--- src/rtl/sm83_dbg_uart_if.sv ---
`default_nettype none
// ----------------------------------------------------------------------------
// Module   : sm83_dbg_uart_if
// Brief    : seq/ack toggle-handshake byte channel between the UART bridge
//            (master) and the CPU debug interface (slave).
// Revision : 1.0
// ----------------------------------------------------------------------------
interface sm83_dbg_uart_if;
    logic [7:0] data_rx;
    logic       data_rx_valid;
    logic       data_rx_seq;
    logic       data_rx_ack;
    logic [7:0] data_tx;
    logic       data_tx_seq;
    logic       data_tx_ack;

    modport master (
        output data_rx, data_rx_valid, data_rx_seq, data_tx_ack,
        input  data_rx_ack, data_tx, data_tx_seq
    );

    modport slave (
        input  data_rx, data_rx_valid, data_rx_seq, data_tx_ack,
        output data_rx_ack, data_tx, data_tx_seq
    );
endinterface
`default_nettype wire

--- src/rtl/sm83_dbg_uart.sv ---
`default_nettype none
// ----------------------------------------------------------------------------
// Module   : sm83_dbg_uart
// Brief    : 8N1 UART bridge to the CPU debug seq/ack byte channel.
// Revision : 1.0
// ----------------------------------------------------------------------------
module sm83_dbg_uart #(
    parameter int CLK_DIV = 104
) (
    input  logic            clk,
    input  logic            reset,
    input  logic            uart_rx,
    output logic            uart_tx,
    output logic            rx_overrun,
    sm83_dbg_uart_if.master dbg
);
    localparam int CW = $clog2(CLK_DIV + 1);
    localparam logic [CW-1:0] c_BIT      = CW'(CLK_DIV);
    localparam logic [CW-1:0] c_BIT_M1   = CW'(CLK_DIV - 1);
    localparam logic [CW-1:0] c_HALF_M1  = CW'(CLK_DIV / 2 - 1);

    typedef enum logic [2:0] {
        RX_IDLE   = 3'd0,
        RX_START  = 3'd1,
        RX_DATA   = 3'd2,
        RX_STOP   = 3'd3,
        RX_WAITHI = 3'd4
    } rx_state_t;

    typedef enum logic [1:0] {
        TX_IDLE  = 2'd0,
        TX_START = 2'd1,
        TX_DATA  = 2'd2,
        TX_STOP  = 2'd3
    } tx_state_t;

    logic            rx_meta_q, rx_sync_q;
    rx_state_t       rx_state_q, rx_state_d;
    logic [CW-1:0]   rx_cnt_q, rx_cnt_d;
    logic [2:0]      rx_idx_q, rx_idx_d;
    logic [7:0]      rx_shift_q, rx_shift_d;
    logic            rx_done_q, rx_done_d;
    logic            rx_stop_q, rx_stop_d;
    logic [7:0]      rx_data_q, rx_data_d;
    logic            rx_valid_q, rx_valid_d;
    logic            rx_seq_q, rx_seq_d;
    logic            rx_ovr_q, rx_ovr_d;

    tx_state_t       tx_state_q, tx_state_d;
    logic [CW-1:0]   tx_cnt_q, tx_cnt_d;
    logic [2:0]      tx_idx_q, tx_idx_d;
    logic [7:0]      tx_shift_q, tx_shift_d;
    logic            tx_seq_q, tx_seq_d;
    logic            tx_ack_q, tx_ack_d;
    logic            tx_line_q, tx_line_d;

    always_ff @(posedge clk) begin
        if (reset) begin
            rx_meta_q  <= 1'b1;
            rx_sync_q  <= 1'b1;
            rx_state_q <= RX_IDLE;
            rx_cnt_q   <= '0;
            rx_idx_q   <= '0;
            rx_shift_q <= '0;
            rx_done_q  <= 1'b0;
            rx_stop_q  <= 1'b0;
            rx_data_q  <= '0;
            rx_valid_q <= 1'b0;
            rx_seq_q   <= 1'b0;
            rx_ovr_q   <= 1'b0;
            tx_state_q <= TX_IDLE;
            tx_cnt_q   <= '0;
            tx_idx_q   <= '0;
            tx_shift_q <= '0;
            tx_seq_q   <= 1'b0;
            tx_ack_q   <= 1'b0;
            tx_line_q  <= 1'b1;
        end else begin
            rx_meta_q  <= uart_rx;
            rx_sync_q  <= rx_meta_q;
            rx_state_q <= rx_state_d;
            rx_cnt_q   <= rx_cnt_d;
            rx_idx_q   <= rx_idx_d;
            rx_shift_q <= rx_shift_d;
            rx_done_q  <= rx_done_d;
            rx_stop_q  <= rx_stop_d;
            rx_data_q  <= rx_data_d;
            rx_valid_q <= rx_valid_d;
            rx_seq_q   <= rx_seq_d;
            rx_ovr_q   <= rx_ovr_d;
            tx_state_q <= tx_state_d;
            tx_cnt_q   <= tx_cnt_d;
            tx_idx_q   <= tx_idx_d;
            tx_shift_q <= tx_shift_d;
            tx_seq_q   <= tx_seq_d;
            tx_ack_q   <= tx_ack_d;
            tx_line_q  <= tx_line_d;
        end
    end

    // Receiver: counters expire at zero, so a reload of N-1 spaces samples N cycles apart.
    always_comb begin
        rx_state_d = rx_state_q;
        rx_cnt_d   = rx_cnt_q;
        rx_idx_d   = rx_idx_q;
        rx_shift_d = rx_shift_q;
        rx_done_d  = 1'b0;
        rx_stop_d  = rx_stop_q;
        rx_data_d  = rx_data_q;
        rx_valid_d = rx_valid_q;
        rx_seq_d   = rx_seq_q;
        rx_ovr_d   = rx_ovr_q;

        case (rx_state_q)
            RX_IDLE: begin
                if (!rx_sync_q) begin
                    rx_state_d = RX_START;
                    rx_cnt_d   = c_HALF_M1;
                end
            end
            RX_START: begin
                if (rx_cnt_q == '0) begin
                    if (rx_sync_q) begin
                        rx_state_d = RX_IDLE;
                    end else begin
                        rx_state_d = RX_DATA;
                        rx_cnt_d   = c_BIT_M1;
                        rx_idx_d   = '0;
                    end
                end else begin
                    rx_cnt_d = rx_cnt_q - 1'b1;
                end
            end
            RX_DATA: begin
                if (rx_cnt_q == '0) begin
                    rx_shift_d = {rx_sync_q, rx_shift_q[7:1]};
                    rx_cnt_d   = c_BIT_M1;
                    if (rx_idx_q == 3'd7) begin
                        rx_state_d = RX_STOP;
                    end else begin
                        rx_idx_d = rx_idx_q + 1'b1;
                    end
                end else begin
                    rx_cnt_d = rx_cnt_q - 1'b1;
                end
            end
            RX_STOP: begin
                if (rx_cnt_q == '0) begin
                    rx_done_d  = 1'b1;
                    rx_stop_d  = rx_sync_q;
                    rx_state_d = rx_sync_q ? RX_IDLE : RX_WAITHI;
                end else begin
                    rx_cnt_d = rx_cnt_q - 1'b1;
                end
            end
            RX_WAITHI: begin
                if (rx_sync_q) begin
                    rx_state_d = RX_IDLE;
                end
            end
            default: rx_state_d = RX_IDLE;
        endcase

        // Handoff runs one cycle after the stop sample, independent of the FSM.
        if (rx_done_q) begin
            if (rx_seq_q == dbg.data_rx_ack) begin
                rx_data_d  = rx_shift_q;
                rx_valid_d = rx_stop_q;
                rx_seq_d   = ~rx_seq_q;
            end else begin
                rx_ovr_d = 1'b1;
            end
        end
    end

    // Transmitter: the line register follows the current state one edge late;
    // STOP holds one extra cycle so the ack lands exactly as the stop bit ends.
    always_comb begin
        tx_state_d = tx_state_q;
        tx_cnt_d   = tx_cnt_q;
        tx_idx_d   = tx_idx_q;
        tx_shift_d = tx_shift_q;
        tx_seq_d   = tx_seq_q;
        tx_ack_d   = tx_ack_q;
        tx_line_d  = 1'b1;

        case (tx_state_q)
            TX_IDLE: begin
                if (dbg.data_tx_seq != tx_ack_q) begin
                    tx_shift_d = dbg.data_tx;
                    tx_seq_d   = dbg.data_tx_seq;
                    tx_cnt_d   = c_BIT_M1;
                    tx_state_d = TX_START;
                end
            end
            TX_START: begin
                tx_line_d = 1'b0;
                if (tx_cnt_q == '0) begin
                    tx_state_d = TX_DATA;
                    tx_cnt_d   = c_BIT_M1;
                    tx_idx_d   = '0;
                end else begin
                    tx_cnt_d = tx_cnt_q - 1'b1;
                end
            end
            TX_DATA: begin
                tx_line_d = tx_shift_q[0];
                if (tx_cnt_q == '0) begin
                    tx_shift_d = {1'b0, tx_shift_q[7:1]};
                    if (tx_idx_q == 3'd7) begin
                        tx_state_d = TX_STOP;
                        tx_cnt_d   = c_BIT;
                    end else begin
                        tx_idx_d = tx_idx_q + 1'b1;
                        tx_cnt_d = c_BIT_M1;
                    end
                end else begin
                    tx_cnt_d = tx_cnt_q - 1'b1;
                end
            end
            TX_STOP: begin
                if (tx_cnt_q == '0) begin
                    tx_ack_d   = tx_seq_q;
                    tx_state_d = TX_IDLE;
                end else begin
                    tx_cnt_d = tx_cnt_q - 1'b1;
                end
            end
            default: tx_state_d = TX_IDLE;
        endcase
    end

    assign uart_tx           = tx_line_q;
    assign rx_overrun        = rx_ovr_q;
    assign dbg.data_rx       = rx_data_q;
    assign dbg.data_rx_valid = rx_valid_q;
    assign dbg.data_rx_seq   = rx_seq_q;
    assign dbg.data_tx_ack   = tx_ack_q;

endmodule
`default_nettype wire
--- src/flat_wrapper.sv ---
// flat-port wrapper written by rule: the top's interface ports become plain ports
module sm83_dbg_uart_flat 
#(
    parameter int CLK_DIV = 104
)
  (clk, reset, uart_rx, uart_tx, rx_overrun, dbg_data_rx, dbg_data_rx_valid, dbg_data_rx_seq, dbg_data_tx_ack, dbg_data_rx_ack, dbg_data_tx, dbg_data_tx_seq);
  sm83_dbg_uart_if dbg_i ();
  input  logic clk;
  input  logic reset;
  input  logic uart_rx;
  output logic uart_tx;
  output logic rx_overrun;
  output wire logic [$bits(dbg_i.data_rx)-1:0] dbg_data_rx;
  output wire logic [$bits(dbg_i.data_rx_valid)-1:0] dbg_data_rx_valid;
  output wire logic [$bits(dbg_i.data_rx_seq)-1:0] dbg_data_rx_seq;
  output wire logic [$bits(dbg_i.data_tx_ack)-1:0] dbg_data_tx_ack;
  input wire logic [$bits(dbg_i.data_rx_ack)-1:0] dbg_data_rx_ack;
  input wire logic [$bits(dbg_i.data_tx)-1:0] dbg_data_tx;
  input wire logic [$bits(dbg_i.data_tx_seq)-1:0] dbg_data_tx_seq;
  assign dbg_data_rx = dbg_i.data_rx;
  assign dbg_data_rx_valid = dbg_i.data_rx_valid;
  assign dbg_data_rx_seq = dbg_i.data_rx_seq;
  assign dbg_data_tx_ack = dbg_i.data_tx_ack;
  assign dbg_i.data_rx_ack = dbg_data_rx_ack;
  assign dbg_i.data_tx = dbg_data_tx;
  assign dbg_i.data_tx_seq = dbg_data_tx_seq;
  sm83_dbg_uart #(.CLK_DIV(CLK_DIV)) u_core (.clk(clk), .reset(reset), .uart_rx(uart_rx), .uart_tx(uart_tx), .rx_overrun(rx_overrun), .dbg(dbg_i));
endmodule
--- config.mk ---
export PLATFORM = sky130hd
export DESIGN_NAME = sm83_dbg_uart_flat
export DESIGN_NICKNAME = d
export VERILOG_FILES = /design/src/rtl/sm83_dbg_uart_if.sv /design/src/rtl/sm83_dbg_uart.sv /design/src/flat_wrapper.sv
export SDC_FILE = /design/constraint.sdc
export NUM_CORES = 1
export LEC_CHECK = 0
export ABC_AREA = 1
export BUFFER_PORTS_ARGS = -buffer_cell sky130_fd_sc_hd__buf_2
export CAP_MARGIN = 20
export CORE_MARGIN = 2
export CORE_UTILIZATION = 59
export DETAILED_ROUTE_END_ITERATION = 6
export GPL_ROUTABILITY_DRIVEN = 0
export GPL_TIMING_DRIVEN = 0
export PLACE_DENSITY = 0.79
export SETUP_SLACK_MARGIN = 0.1
export SLEW_MARGIN = 10
export SYNTH_ARGS = -nofsm -noshare
export SYNTH_HDL_FRONTEND = slang
export SYNTH_SLANG_ARGS = --single-unit
--- constraint.sdc ---
create_clock -name clk -period 2 [get_ports clk]
set_input_delay 0.2 -clock clk [delete_from_list [all_inputs] [get_ports clk]]
set_output_delay 0.2 -clock clk [all_outputs]
set_load 0.03 [all_outputs]
* Word level (Yosys, flattened, before mapping)
Index checks and enable logic that the tools add are counted.
Storage, ports and cells: bits in registers 59, logic and storage cells 117
Operators by class: add/sub/neg operators 4, equality and inequality tests 28, muxes and demuxes 41, bitwise logic cells 3, reduce and logical (&&, ||, !) cells 22
Operators by type and width (number):
- two-way mux 7 bit | 9
- one-hot mux 7 bit (4 select lines) | 2
- two-way mux 3 bit | 14
- inequality test 2 x 1 -> 1 bit (second input constant) | 10
- two-way mux 8 bit | 2
- one-hot mux 8 bit (2 select lines) | 1
- one-hot mux 3 bit (5 select lines) | 1
- logical NOT 7 bit | 2
- AND reduction 2 bit | 7
- subtractor 7 x 1 -> 7 bit (second input constant) | 2
- two-way mux 2 bit | 6
- inequality test 2 bit (second input constant) | 6
- one-hot mux 3 bit (2 select lines) | 2
- AND reduction 5 bit | 2
- equality test 3 bit (second input constant) | 3
- one-hot mux 2 bit (4 select lines) | 1
- AND reduction 4 bit | 2
- adder 3 x 1 -> 3 bit (second input constant) | 2
- equality test 3 x 2 -> 1 bit (second input constant) | 2
- AND reduction 6 bit | 1
- nonzero test 2 bit | 3
- equality test 2 bit (second input constant) | 2
- two-way mux 4 bit | 1
- nonzero test 4 bit | 1
- 12 further kinds | 14

* Logic depth before layout (Yosys ltp)
Gate-level depths: netlist of the first run.
depth in word-level cells 4, mapped depth 12, mapped depth without buffers 12

* Worst setup path before layout of the first run
Ideal clock, no wire load.
path kind register to register, from reg u_core.tx_state_q[0], to reg u_core.tx_cnt_q[4], setup time 0.128 ns, arrival 1.377 ns, required time 1.872 ns, path slack 0.496 ns, stages on the path, launching flop included 10, buffers on the path 1, cell sequence dfxtp_1 inv_1 ha_1 inv_2 buf_2 nand2_1 o211ai_1 nor2_1 a21oi_1 nor2_1
Between the ends: longest elaborated chain between the ends 3
RTL lines:
- start, declared | line sm83_dbg_uart.sv:49 | tx_state_t tx_state_q, tx_state_d;
- start signal, assigned | line sm83_dbg_uart.sv:91 | tx_state_q <= tx_state_d;
- equality test 2 bit / logical NOT 2 bit (equally long branches) | line sm83_dbg_uart.sv:187 | case (tx_state_q)
- inequality test 2 bit (no source line) / inequality test 2 x 1 -> 1 bit (equally long branches)
- AND reduction 2 bit (no source line)
- end signal, assigned | line sm83_dbg_uart.sv:92 | tx_cnt_q <= tx_cnt_d;
- end, declared | line sm83_dbg_uart.sv:50 | logic [CW-1:0] tx_cnt_q, tx_cnt_d;
Parallel ways exist; a longest one is shown, timed or not. A chain may end at the register's enable or synchronous reset.

* Worst setup path in the final report of the first run
from reg u_core.rx_cnt_q[1], to reg u_core.rx_state_q[1]
Between the ends: longest elaborated chain between the ends 3
RTL lines:
- start, declared | line sm83_dbg_uart.sv:39 | logic [CW-1:0] rx_cnt_q, rx_cnt_d;
- start signal, assigned | line sm83_dbg_uart.sv:82 | rx_cnt_q <= rx_cnt_d;
- logical NOT 7 bit * | line sm83_dbg_uart.sv:122, sm83_dbg_uart.sv:135, sm83_dbg_uart.sv:148
- inequality test 2 x 1 -> 1 bit (no source line)
- AND reduction 6 bit (no source line) *
- end signal, assigned | line sm83_dbg_uart.sv:81 | rx_state_q <= rx_state_d;
- end, declared | line sm83_dbg_uart.sv:38 | rx_state_t rx_state_q, rx_state_d;
Mark *: on every way between the ends. The rest lies on a longest branch, timed or not.

==> results.md, run 1 <==
- The run finished with clean final reports.
- In the post-synthesis netlist, the biggest area contributors are sky130_fd_sc_hd__dfxtp_1 40%, sky130_fd_sc_hd__nand2_1 10%, sky130_fd_sc_hd__nor2_1 7.9%.
- In the synthesized netlist, the cells that appear most often are 79 x sky130_fd_sc_hd__nand2_1, 62 x sky130_fd_sc_hd__nor2_1, 59 x sky130_fd_sc_hd__dfxtp_1.
- The arrival time of data at the critical path endpoint is 1.90 ns.
- The die is 74.6 um wide.
- Power comes to 0.00511 W.
- The yosys synthesis warning count is 0.
- The remaining number of nets flagged by the antenna check after routing is 0.
- Entering global routing, the biggest net connects 12 pins.
- The number of input and output port buffers inserted is 24.
- The largest clock skew in the final design is 0.00624 ns.
- The maximum root-to-sink buffer count is 2.
- The number of levels in the clock H-tree is 3.
- The async set-or-reset flop fraction in the synthesized netlist is 0.
- The number of global-route vias before repair is 2469.
- The number of buffers created by CTS is 9.
- The gate count after technology mapping is 413.
- Across every metal layer, demand over resource in global routing totals 0.249.
- Summed over all nets, the half-perimeter wirelength after detailed placement is 4520 um.
- The number of DRC violations after detailed routing is 0.
- In this run the worst hold path is classified as in2reg.
- The number of max-capacitance violations reported is 0.
- In the final layout, the share of cells above drive strength 1 is 0.163.
- Setup repair after global routing left no endpoint under its margin.
- Headroom to the max-slew limit came out at 0.640.
- The required time at the endpoint of the critical path is 2.23 ns.
- For this block, the initial DRC count from the detailed router was 172.
- The cell area that synthesis handed to floorplanning was 0.00294 mm2.
- The startpoint identified for the worst register-to-register timing path is u_core.rx_cnt_q[1].
- The netlist uses 31 different library cells.
- The via-per-instance ratio is 5.19.
- During I/O placement, the number of pins put on the boundary was 26.
- The core region is 0.00475 mm2.
- The net count of the finished layout is 473.
- The share of synthesized area in the top cell type comes to 0.401.
- The number of placement rows is 25.
- Synthesis produced a netlist with a net count of 438.
- Along the worst path, the maximum fanout reaches 6.
- The post-synthesis to final-layout area growth is 14.3%.
- The quantity of hold-fixing buffers added after cts is 0.
- The period utilization is 0.838.
- In this run, post-CTS repair resized a total of 0 instances.
- The power per standard cell area is 1520 mW/mm2.
- The initial antenna violation count is 0.
- The clock tree root buffer cell is sky130_fd_sc_hd__clkbuf_8.
- The hold violation total from the final report is 0.
- The mean area per synthesized cell is 7.13 um2.
- After global routing the overflow that remains totals 0.
- For this design the static power due to leakage is 1.57 nW.
- The share of the Yosys chip area taken by registers is 0.401.
- The detailed-route wire length is 6220 um.
- The most critical setup path has its startpoint at u_core.rx_cnt_q[1].
- The critical setup path kind is reg2reg.
- Setup violations remaining at the end of the flow were counted as 0.
- The worst setup path is launched from a flip-flop.
- The area of the die is 0.00557 mm2.
- The first-pass detailed-route iteration total is 4.
- The summed negative setup slack over all endpoints is 0 ns.
- The clock slew at the register clock pins of the worst setup and hold paths is 0.07 ns.
- In the final routed layout, each cell accounts on average for 12.0 um.
- In this run, placement finished with an instance count of 504.
- The number of cells in the finished layout apart from fillers is 520.
- The worst path in the final design needs a cycle of 1.68 ns, including I/O delays and setup.
- The worst hold path was traced through 2 stages.
- Measured in cells, the most critical reg-to-reg path has a length of 11.
- For the pin with the worst max-slew slack, the measured transition is 0.540 ns.
- The clock net in this run drives a total of 59 sinks.
- Buffers added to address setup during post-CTS repair amount to 0.
- The peak clock frequency supported by timing is 0.597 GHz.
- In this run the most critical hold path is launched from uart_rx.
- The flop and latch count out of synthesis is 59.
- Among all cell types in the netlist, the one instantiated most often is sky130_fd_sc_hd__nand2_1.
- The die height is 74.6 um.
- The first global-routing pass estimated 10900 um of wire.
- The final antenna diode count is 0.
- For the worst-skew pair, the clock arrives at the later sink with an insertion delay of 0.33 ns.
- The capturing element type of the critical path is a flip-flop.
- For this configuration, the core starts out at a cell density of 0.619.
- The number of enable-type register cells in the synthesized netlist is 0.
- The via count of the routed design is 2701.
- For this run, the leading register cell type out of synthesis is sky130_fd_sc_hd__dfxtp_1.
- sky130_fd_sc_hd__dfxtp_1 takes more of the synthesized area than any other cell.
- The worst-case vdd ir drop is 0.717 mV.
- The final-report max-slew violation count came to 0.
- The TritonCTS clock tree is yes.
==> cell usage in the layout, fill, tap and decap left out, types with 2 or more instances in the layout <==
| master | n |
|---|---|
| sky130_fd_sc_hd__nand2_1 | 78 |
| sky130_fd_sc_hd__nor2_1 | 61 |
| sky130_fd_sc_hd__dfxtp_1 | 59 |
| sky130_fd_sc_hd__inv_1 | 37 |
| sky130_fd_sc_hd__nand3_1 | 36 |
| sky130_fd_sc_hd__a21oi_1 | 31 |
| sky130_fd_sc_hd__o21ai_0 | 28 |
| sky130_fd_sc_hd__buf_2 | 25 |
| sky130_fd_sc_hd__ha_1 | 11 |
| sky130_fd_sc_hd__clkbuf_8 | 10 |
| sky130_fd_sc_hd__o21ai_1 | 9 |
| sky130_fd_sc_hd__inv_2 | 7 |
| sky130_fd_sc_hd__clkbuf_1 | 7 |
| sky130_fd_sc_hd__nor2_2 | 6 |
| sky130_fd_sc_hd__nand4_1 | 5 |
| sky130_fd_sc_hd__xor2_1 | 5 |
| sky130_fd_sc_hd__nor3_1 | 5 |
| sky130_fd_sc_hd__nor2_4 | 4 |
| sky130_fd_sc_hd__clkinvlp_4 | 4 |
| sky130_fd_sc_hd__nand2_2 | 3 |
| sky130_fd_sc_hd__or2_2 | 3 |
| sky130_fd_sc_hd__nand2_4 | 2 |
| sky130_fd_sc_hd__nand3_4 | 2 |
| sky130_fd_sc_hd__xnor2_1 | 2 |
==> final cells by class <==
cell class	instances	area, um2
fill	381	1390
sequential	59	1180
multi-input combinational	298	1560
clock inverter	6	65.1
timing repair buffer	24	120
tap	67	83.8
inverter	46	175
buffer	10	42.5
clock buffer	10	138
==> critical path: stages (launching register included) <==
cell	delay (ns)
sky130_fd_sc_hd__dfxtp_1	0.31
sky130_fd_sc_hd__inv_1	0.11
sky130_fd_sc_hd__ha_1	0.16
sky130_fd_sc_hd__inv_1	0.05
sky130_fd_sc_hd__nor2_2	0.15
sky130_fd_sc_hd__nand3_4	0.17
sky130_fd_sc_hd__nand2_1	0.13
sky130_fd_sc_hd__nand3_1	0.10
sky130_fd_sc_hd__nor2_1	0.12
sky130_fd_sc_hd__nand2_1	0.09
sky130_fd_sc_hd__o21ai_1	0.15
sky130_fd_sc_hd__inv_1	0.05
==> sequential cells by signal (all words and copies together) (netlist names), 2 cells and up <==
signal	flops
u_core.rx_state_q	3
u_core.tx_shift_q	8
u_core.rx_shift_q	8
u_core.tx_state_q	2
u_core.rx_idx_q	3
u_core.rx_cnt_q	7
u_core.tx_cnt_q	7
u_core.tx_idx_q	3
u_core.dbg.data_rx	8
==> through the flow <==
stage                      util  hold slack [ns]  worst slack (ns)  cell area, um2
final                     0.708           0.0528             0.324            3360
after global routing      0.708           0.0516             0.160            3360
after CTS                 0.704           0.0413             0.230            3350
after detailed placement  0.662            0.388             0.248            3150
after global placement    0.662            0.392             0.287            3150
after floorplan               -            0.290             0.496            2940
==> path summary, 6_finish.rpt <==
| path | end | slack, ns |
|---|---|---|
| max | u_core.rx_state_q[1] | 0.32 |
| min | u_core.rx_meta_q | 0.05 |
| max reg2reg | u_core.rx_state_q[1] | 0.32 |
| min reg2reg | u_core.rx_sync_q | 0.41 |
==> metal layers <==
metal,track usage,up-vias,wire length [um],share of wire
met5,0,-,0,0
met4,0.0794,0,69,0.011
met3,0.0495,7,319,0.051
met2,0.394,67,2800,0.45
met1,0.345,1227,3040,0.49
li1,-,1400,-,-
==> report_power, final <==
part	total (W)	switching [W]	internal (W)	leakage, nW
clock	0.00109	0.000480	0.000606	0.0905
sequential	0.00171	0.000232	0.00148	0.482
combinational	0.00231	0.00153	0.000786	0.996
total	0.00511	0.00224	0.00287	1.57
==> cells by family (layout without fill, tap and decap cells) <==
logic type	after synthesis	count (layout)	synth area share
AND/OR/NAND/NOR	208	208	0.327
AO/OA/AOI/OAI	71	71	0.126
flip-flops	59	59	0.401
buffers and inverters	56	96	0.0731
adder cells (fa/ha/maj)	12	12	0.0510
XOR/XNOR	7	7	0.0208
No activity file was read; power rests on OpenSTA's default activity.
==> run 2: changes to the inputs <==
clock period = 1.7 ns   (was 2 ns; I/O delays follow)
==> run 2 against run 1 <==
Routed wire length is 8.1% higher. Critical path depth is the same. Setup slack worse by 0.21 ns. Combinational power is 42% higher. Global-route usage increased by 0.45 points. Final cell count grew 1.9%. Design area grew 6.4%. Hold slack got worse by 0.033 ns. Clock skew fell by 0.0017 ns. Largest cell class unchanged. Highest routed layer unchanged.
==> results.md, run 2 (same netlist as run 1, synthesis figures left out) <==
- The placeable core area is 0.00475 mm2.
- Max-cap violations in this run came to 0.
- For this run, global-route usage on met1 was measured as 0.349.
- The initial antenna violation count is 0.
- The die covers 0.00557 mm2.
- For this run the aggregate overflow at the end of global routing stands at 0.
- The via-per-instance ratio is 5.27.
- The detailed-route wire length is 6720 um.
- Of the cells placed in the final design, the portion with a size suffix greater than 1 is 0.235.
- Once detail routing completed, the nets flagged for antenna violations numbered 0.
- The largest clock skew in the final design is 0.00453 ns.
- Dividing the final minimum period by the clock period gives 0.931.
- The placed wire-length estimate after detailed placement is 4520 um.
- Setup violations remaining at the end of the flow were counted as 0.
- The smallest clock period supported by the final layout is computed as 1.58 ns.
- The run finished with clean final reports.
- The initial core utilization is 0.619.
- The power per standard cell area is 1850 mW/mm2.
- Clock-pin slew was measured on the worst setup and hold paths at 0.07 ns.
- The required time at the endpoint of the critical path is 1.93 ns.
- In the layout the commonest cells are 75 x sky130_fd_sc_hd__nand2_1, 59 x sky130_fd_sc_hd__nor2_1, 55 x sky130_fd_sc_hd__dfxtp_1, 34 x sky130_fd_sc_hd__nand3_1, 32 x sky130_fd_sc_hd__inv_1.
- Entering global routing, the biggest net connects 12 pins.
- Summed over all cells, the static leakage comes to 1.64 nW.
- The critical setup path kind is reg2reg.
- The final-stage net count is 483.
- OpenSTA, run right after detailed placement, puts the worst setup slack at -0.0517 ns.
- Of all nets on the critical path, the largest fanout is 5.
- For this run, the detailed router's first-pass iteration total came to 4.
- The number of global-route vias before repair came to 2514.
- TritonCTS built the clock tree.
- At the pin with the least slew margin, the transition time is 0.547 ns.
- The number of buffers created by CTS is 9.
- The routing layer with the top usage in global route is met2.
- At the later pin of the worst-skew pair, clock insertion delay measures 0.33 ns.
- The capturing element type of the critical path is a flip-flop.
- Compared with the post-synthesis result, the final layout area differs by 21.6%.
- The die span in x is 74.6 um.
- The quantity of hold-fixing buffers added after cts is 0.
- For the worst setup path, the data arrival time is 1.81 ns.
- After floorplanning, the core was divided into 25 placement rows.
- The number of DRC violations after detailed routing is 0.
- Measured against its own limit, the worst slew margin works out to 0.636.
- Of the total power, the clock network draws 0.194.
- The routed wire length per instance is 12.7 um.
- The final-report max-slew violation count was 0.
- The wire length of the first global-routing pass is 11000 um.
- For this run, the top clock speed supported by timing is 0.632 GHz.
- Leaving out fill and tap cells, the most frequent cell in the layout is sky130_fd_sc_hd__nand2_1.
- Input and output buffers added on the ports amount to 24.
- The root buffer cell chosen for the clock tree is sky130_fd_sc_hd__clkbuf_8.
- The category of the worst setup path launch point is a flip-flop.
- The met2 usage in global routing is 0.406.
- The worst-case IR drop observed on VDD is 0.889 mV.
- The clock drives 59 sinks.
- The path type of the worst min-delay path is in2reg.
- The slack of the critical path is 0.117 ns.
- The combinational share of power is 0.496.
- Of the total power, registers draw 0.310.
- Setup repair after global routing could not meet its margin everywhere.
- The violation count after the first detailed-route iteration is 190.
- The net switching power of the design is 0.00294 W.
- In the global route stage, met3 resource usage came out at 0.0495.
- In this run the deepest clock path goes through 2 buffers.
- The hold violation total from the final report is 0.
- Across every metal layer, demand over resource in global routing totals 0.254.
- The worst hold-check slack is 0.0198 ns.
- Of the total power, the share spent switching nets is 0.444.
- For this block, the via count after detailed routing is 2792.
- The H-tree generated during clock tree synthesis spans 3 levels.
- The number of I/O pins is 26.
- From bottom edge to top edge, the die measures 74.6 um.
- 0 antenna diodes ended up in the layout.
- The design internal power is 0.00369 W.
[run 2: path summary, 6_finish.rpt]
check	start	endpoint	slack, ns	depth (start not counted)
worst max-delay path	u_core.rx_cnt_q[0]	u_core.rx_state_q[1]	0.12	11
worst min register to register	u_core.rx_meta_q	u_core.rx_sync_q	0.41	1
worst min-delay path	uart_rx	u_core.rx_meta_q	0.02	2
worst max register to register	u_core.rx_cnt_q[0]	u_core.rx_state_q[1]	0.12	11
[run 2: critical path: stages, from the launching register on]
cell	delay [ns]
sky130_fd_sc_hd__dfxtp_2	0.34
sky130_fd_sc_hd__inv_2	0.08
sky130_fd_sc_hd__ha_4	0.13
sky130_fd_sc_hd__inv_2	0.04
sky130_fd_sc_hd__nor2_4	0.10
sky130_fd_sc_hd__nand3_4	0.16
sky130_fd_sc_hd__nand2_4	0.12
sky130_fd_sc_hd__nand3_2	0.07
sky130_fd_sc_hd__nor2_1	0.12
sky130_fd_sc_hd__nand2_1	0.11
sky130_fd_sc_hd__o21ai_2	0.16
sky130_fd_sc_hd__inv_1	0.05
[run 2: final cells by class]
type	count	area [um2]
flip-flops and latches	59	1190
plain buffers	10	46.3
fillers	338	1170
clock inverters	6	65.1
repair buffers	34	199
clock buffers	10	138
well taps	67	83.8
multi-input cells	298	1680
inverters	46	183
[run 2: repair_timing]
item / in CTS / in global routing
gates cloned: 0 / 0
buffers inserted: 4 / 6
resized for setup: 13 / 39
endpoints found under the hold margin: 0 / 0
pin swaps: 6 / 16
setup endpoints to repair: 22 / 32
[run 2: power groups by stage]
| stage | Clock [W] | Sequential [W] | Combinational, W |
|---|---|---|---|
| finish | 0.00129 | 0.00206 | 0.00329 |
| global placement | 0 | 0.00202 | 0.00258 |
| detailed placement | 0 | 0.00204 | 0.00265 |
| global route | 0.00135 | 0.00209 | 0.00367 |
| floorplan | 0 | 0.00200 | 0.00216 |
| CTS | 0.00129 | 0.00202 | 0.00283 |
[run 2: layer usage]
layer,vias to the layer above,part of all wire
li1,1420,-
met3,9,0.048
met2,71,0.46
met1,1292,0.48
met5,-,0
met4,0,0.011
[run 2: per-stage QoR]
| stage | area (um2) | total power (W) | util | TNS (ns) | std cells |
|---|---|---|---|---|---|
| 3_3_place_gp | 3150 | 0.00460 | 0.662 | -0.0128 | 504 |
| 3_5_place_dp | 3150 | 0.00469 | 0.662 | -0.125 | 504 |
| 2_1_floorplan | 2940 | 0.00416 | - | 0 | 413 |
| 5_1_grt | 3580 | 0.00712 | 0.753 | 0 | 530 |
| 6_report | 3580 | 0.00663 | 0.753 | 0 | 530 |
| 4_1_cts | 3410 | 0.00614 | 0.718 | 0 | 524 |
==> run 3: changes to the inputs <==
MAX_ROUTING_LAYER = met4   (was not set)
==> run 3 against run 2 <==
Die area stayed put. Combinational power hardly changed. Clock power hardly changed. Maximum frequency is 0.94% lower. Sequential power hardly changed. Routed wire length is 0.54% higher. Clock-buffer cell count stayed put. First-iteration DRC count is 1.1% higher. Largest power group unchanged. Highest routed layer unchanged.
==> results.md, run 3 (same netlist as run 1, synthesis figures left out) <==
- The most frequent standard cell in the layout excluding fill and tap cells is sky130_fd_sc_hd__nand2_1.
- The number of placement rows is 25.
- The slew at the pin closest to its max-slew limit is 0.534 ns.
- The first-pass detailed-route iteration total is 5.
- The pin count of the biggest net entering global routing is 12.
- The via count of the routed design is 2789.
- The global-route congestion overflow total is 0.
- The number of cells in the finished layout apart from fillers is 530.
- The standby leakage power is 1.64 nW.
- The hold violation total from the final report is 0.
- The TritonCTS clock tree is yes.
- The die span in x is 74.6 um.
- The capturing element type of the critical path is a flip-flop.
- Measured against its own limit, the worst slew margin works out to 0.644.
- The initial antenna violation count is 0.
- The die height is 74.6 um.
- The overall routing resource usage is 0.262.
- In this run the worst path has a maximum fanout of 5.
- In this run the clock root is driven by a sky130_fd_sc_hd__clkbuf_8.
- The H-tree was split into 3 levels.
- Across the routed clock network, the largest skew measured is 0.00412 ns.
- The wire length of the first global-routing pass is 11100 um.
- The HPWL after detailed placement is 4520 um.
- The final core area utilization is 0.753.
- The required time at the endpoint of the critical path is 1.93 ns.
- Dividing the final minimum period by the clock period gives 0.940.
- The number of DRC violations after detailed routing is 0.
- The later pin in the worst-skew pair is clocked with a latency of 0.33 ns.
- Data on the critical path arrives at its endpoint at 1.83 ns.
- The number of global-route vias before repair came to 2513.
- From synthesis to final layout, the design area changed by 21.6%.
- The reg-to-reg setup timing slack is 0.10 ns.
- The tightest min-delay check is of the in2reg type.
- The detail route stage leaves a number of antenna-violating nets equal to 0.
- The placeable core area is 0.00475 mm2.
- The via-per-instance ratio is 5.26.
- After the last flow step, the layout net total stands at 483.
- The post-placement cell count is 504.
- The number of input and output port buffers inserted is 24.
- The top cell types in the final layout, fill and taps aside, are 75 x sky130_fd_sc_hd__nand2_1, 59 x sky130_fd_sc_hd__nor2_1, 55 x sky130_fd_sc_hd__dfxtp_1, 34 x sky130_fd_sc_hd__nand3_1, 32 x sky130_fd_sc_hd__inv_1.
- 0 antenna diodes ended up in the layout.
- The peak clock frequency supported by timing is 0.626 GHz.
- The critical setup path kind is reg2reg.
- The violation count after the first detailed-route iteration is 192.
- The area of the die is 0.00557 mm2.
- The power per standard cell area is 1850 mW/mm2.
- The number of max-capacitance violations reported is 0.
- The run finished with clean final reports.
- The maximum root-to-sink buffer count is 2.
- The launching element of the worst setup path is u_core.rx_cnt_q[0].
- The final period demand of the worst path is 1.60 ns.
- Buffers inserted during clock tree synthesis total 9.
- The startpoint of the worst hold path is uart_rx.
- IR analysis of the VDD net gives a maximum drop of 0.891 mV.
- After clock tree synthesis, the clock-pin slew on the worst setup and hold paths is 0.07 ns.
- The initial core utilization is 0.619.
- Hold repair after CTS inserted 0 buffers.
- Setup repair after global routing could not meet its margin everywhere.
- The clock net in this run drives a total of 59 sinks.
- The category of the worst setup path launch point is a flip-flop.
- In the final layout, the share of cells above drive strength 1 is 0.235.
- The final-report max-slew violation count was 0.
- For this block, the routed nets add up to 6760 um of wire.
- 26 I/O pins were placed.
- The final setup violation count is 0.
- The worst register-to-register path begins at u_core.rx_cnt_q[0].
- The routed wire length per instance is 12.8 um.
run 3: critical path, cell delays in order (launching register included):
cell                      delay, ns
sky130_fd_sc_hd__dfxtp_2       0.33
sky130_fd_sc_hd__inv_2         0.08
sky130_fd_sc_hd__ha_4          0.13
sky130_fd_sc_hd__inv_2         0.04
sky130_fd_sc_hd__nor2_4        0.10
sky130_fd_sc_hd__nand3_4       0.17
sky130_fd_sc_hd__nand2_4       0.13
sky130_fd_sc_hd__nand3_2       0.07
sky130_fd_sc_hd__nor2_1        0.12
sky130_fd_sc_hd__nand2_1       0.11
sky130_fd_sc_hd__o21ai_2       0.17
sky130_fd_sc_hd__inv_1         0.05
run 3: through the flow:
stage	area, um2	TNS (ns)	worst slack (ns)	hold WS [ns]	total power, W
3_3_place_gp	3150	-0.0128	-0.0128	0.362	0.00460
6_report	3580	0	0.102	0.0219	0.00663
3_5_place_dp	3150	-0.125	-0.0517	0.358	0.00469
4_1_cts	3410	0	0.100	0.0113	0.00614
5_1_grt	3580	0	0.0406	0.0217	0.00712
2_1_floorplan	2940	0	0.196	0.260	0.00416
run 3: worst paths after layout:
path	end	cells past startpoint
min	u_core.rx_meta_q	2
min reg2reg	u_core.rx_sync_q	1
max	u_core.rx_state_q[1]	11
max reg2reg	u_core.rx_state_q[1]	11
run 3: area by class of cell:
type / count / area, um2
Buffer: 10 / 46.3
Tap cell: 67 / 83.8
Multi-Input combinational cell: 298 / 1680
Timing Repair Buffer: 34 / 199
Sequential cell: 59 / 1190
Clock inverter: 6 / 65.1
Fill cell: 338 / 1170
Inverter: 46 / 183
Clock buffer: 10 / 138
run 3: timing repair:
item / in CTS / in global routing
gates resized for setup: 13 / 39
pin swaps: 6 / 16
endpoints found under the setup margin: 22 / 32
setup buffers: 4 / 6
run 3: metal layers:
layer,global-route usage,part of all wire
met1,0.350,0.49
met2,0.405,0.46
met3,0.0495,0.041
met4,0.0794,0.012
met5,-,0
run 3: report_power, final:
group          switching [W]  leakage [nW]  total, W  internal (W)
Clock               0.000573        0.0905   0.00129      0.000713
Sequential          0.000302         0.483   0.00205       0.00175
Combinational        0.00207          1.07   0.00329       0.00122
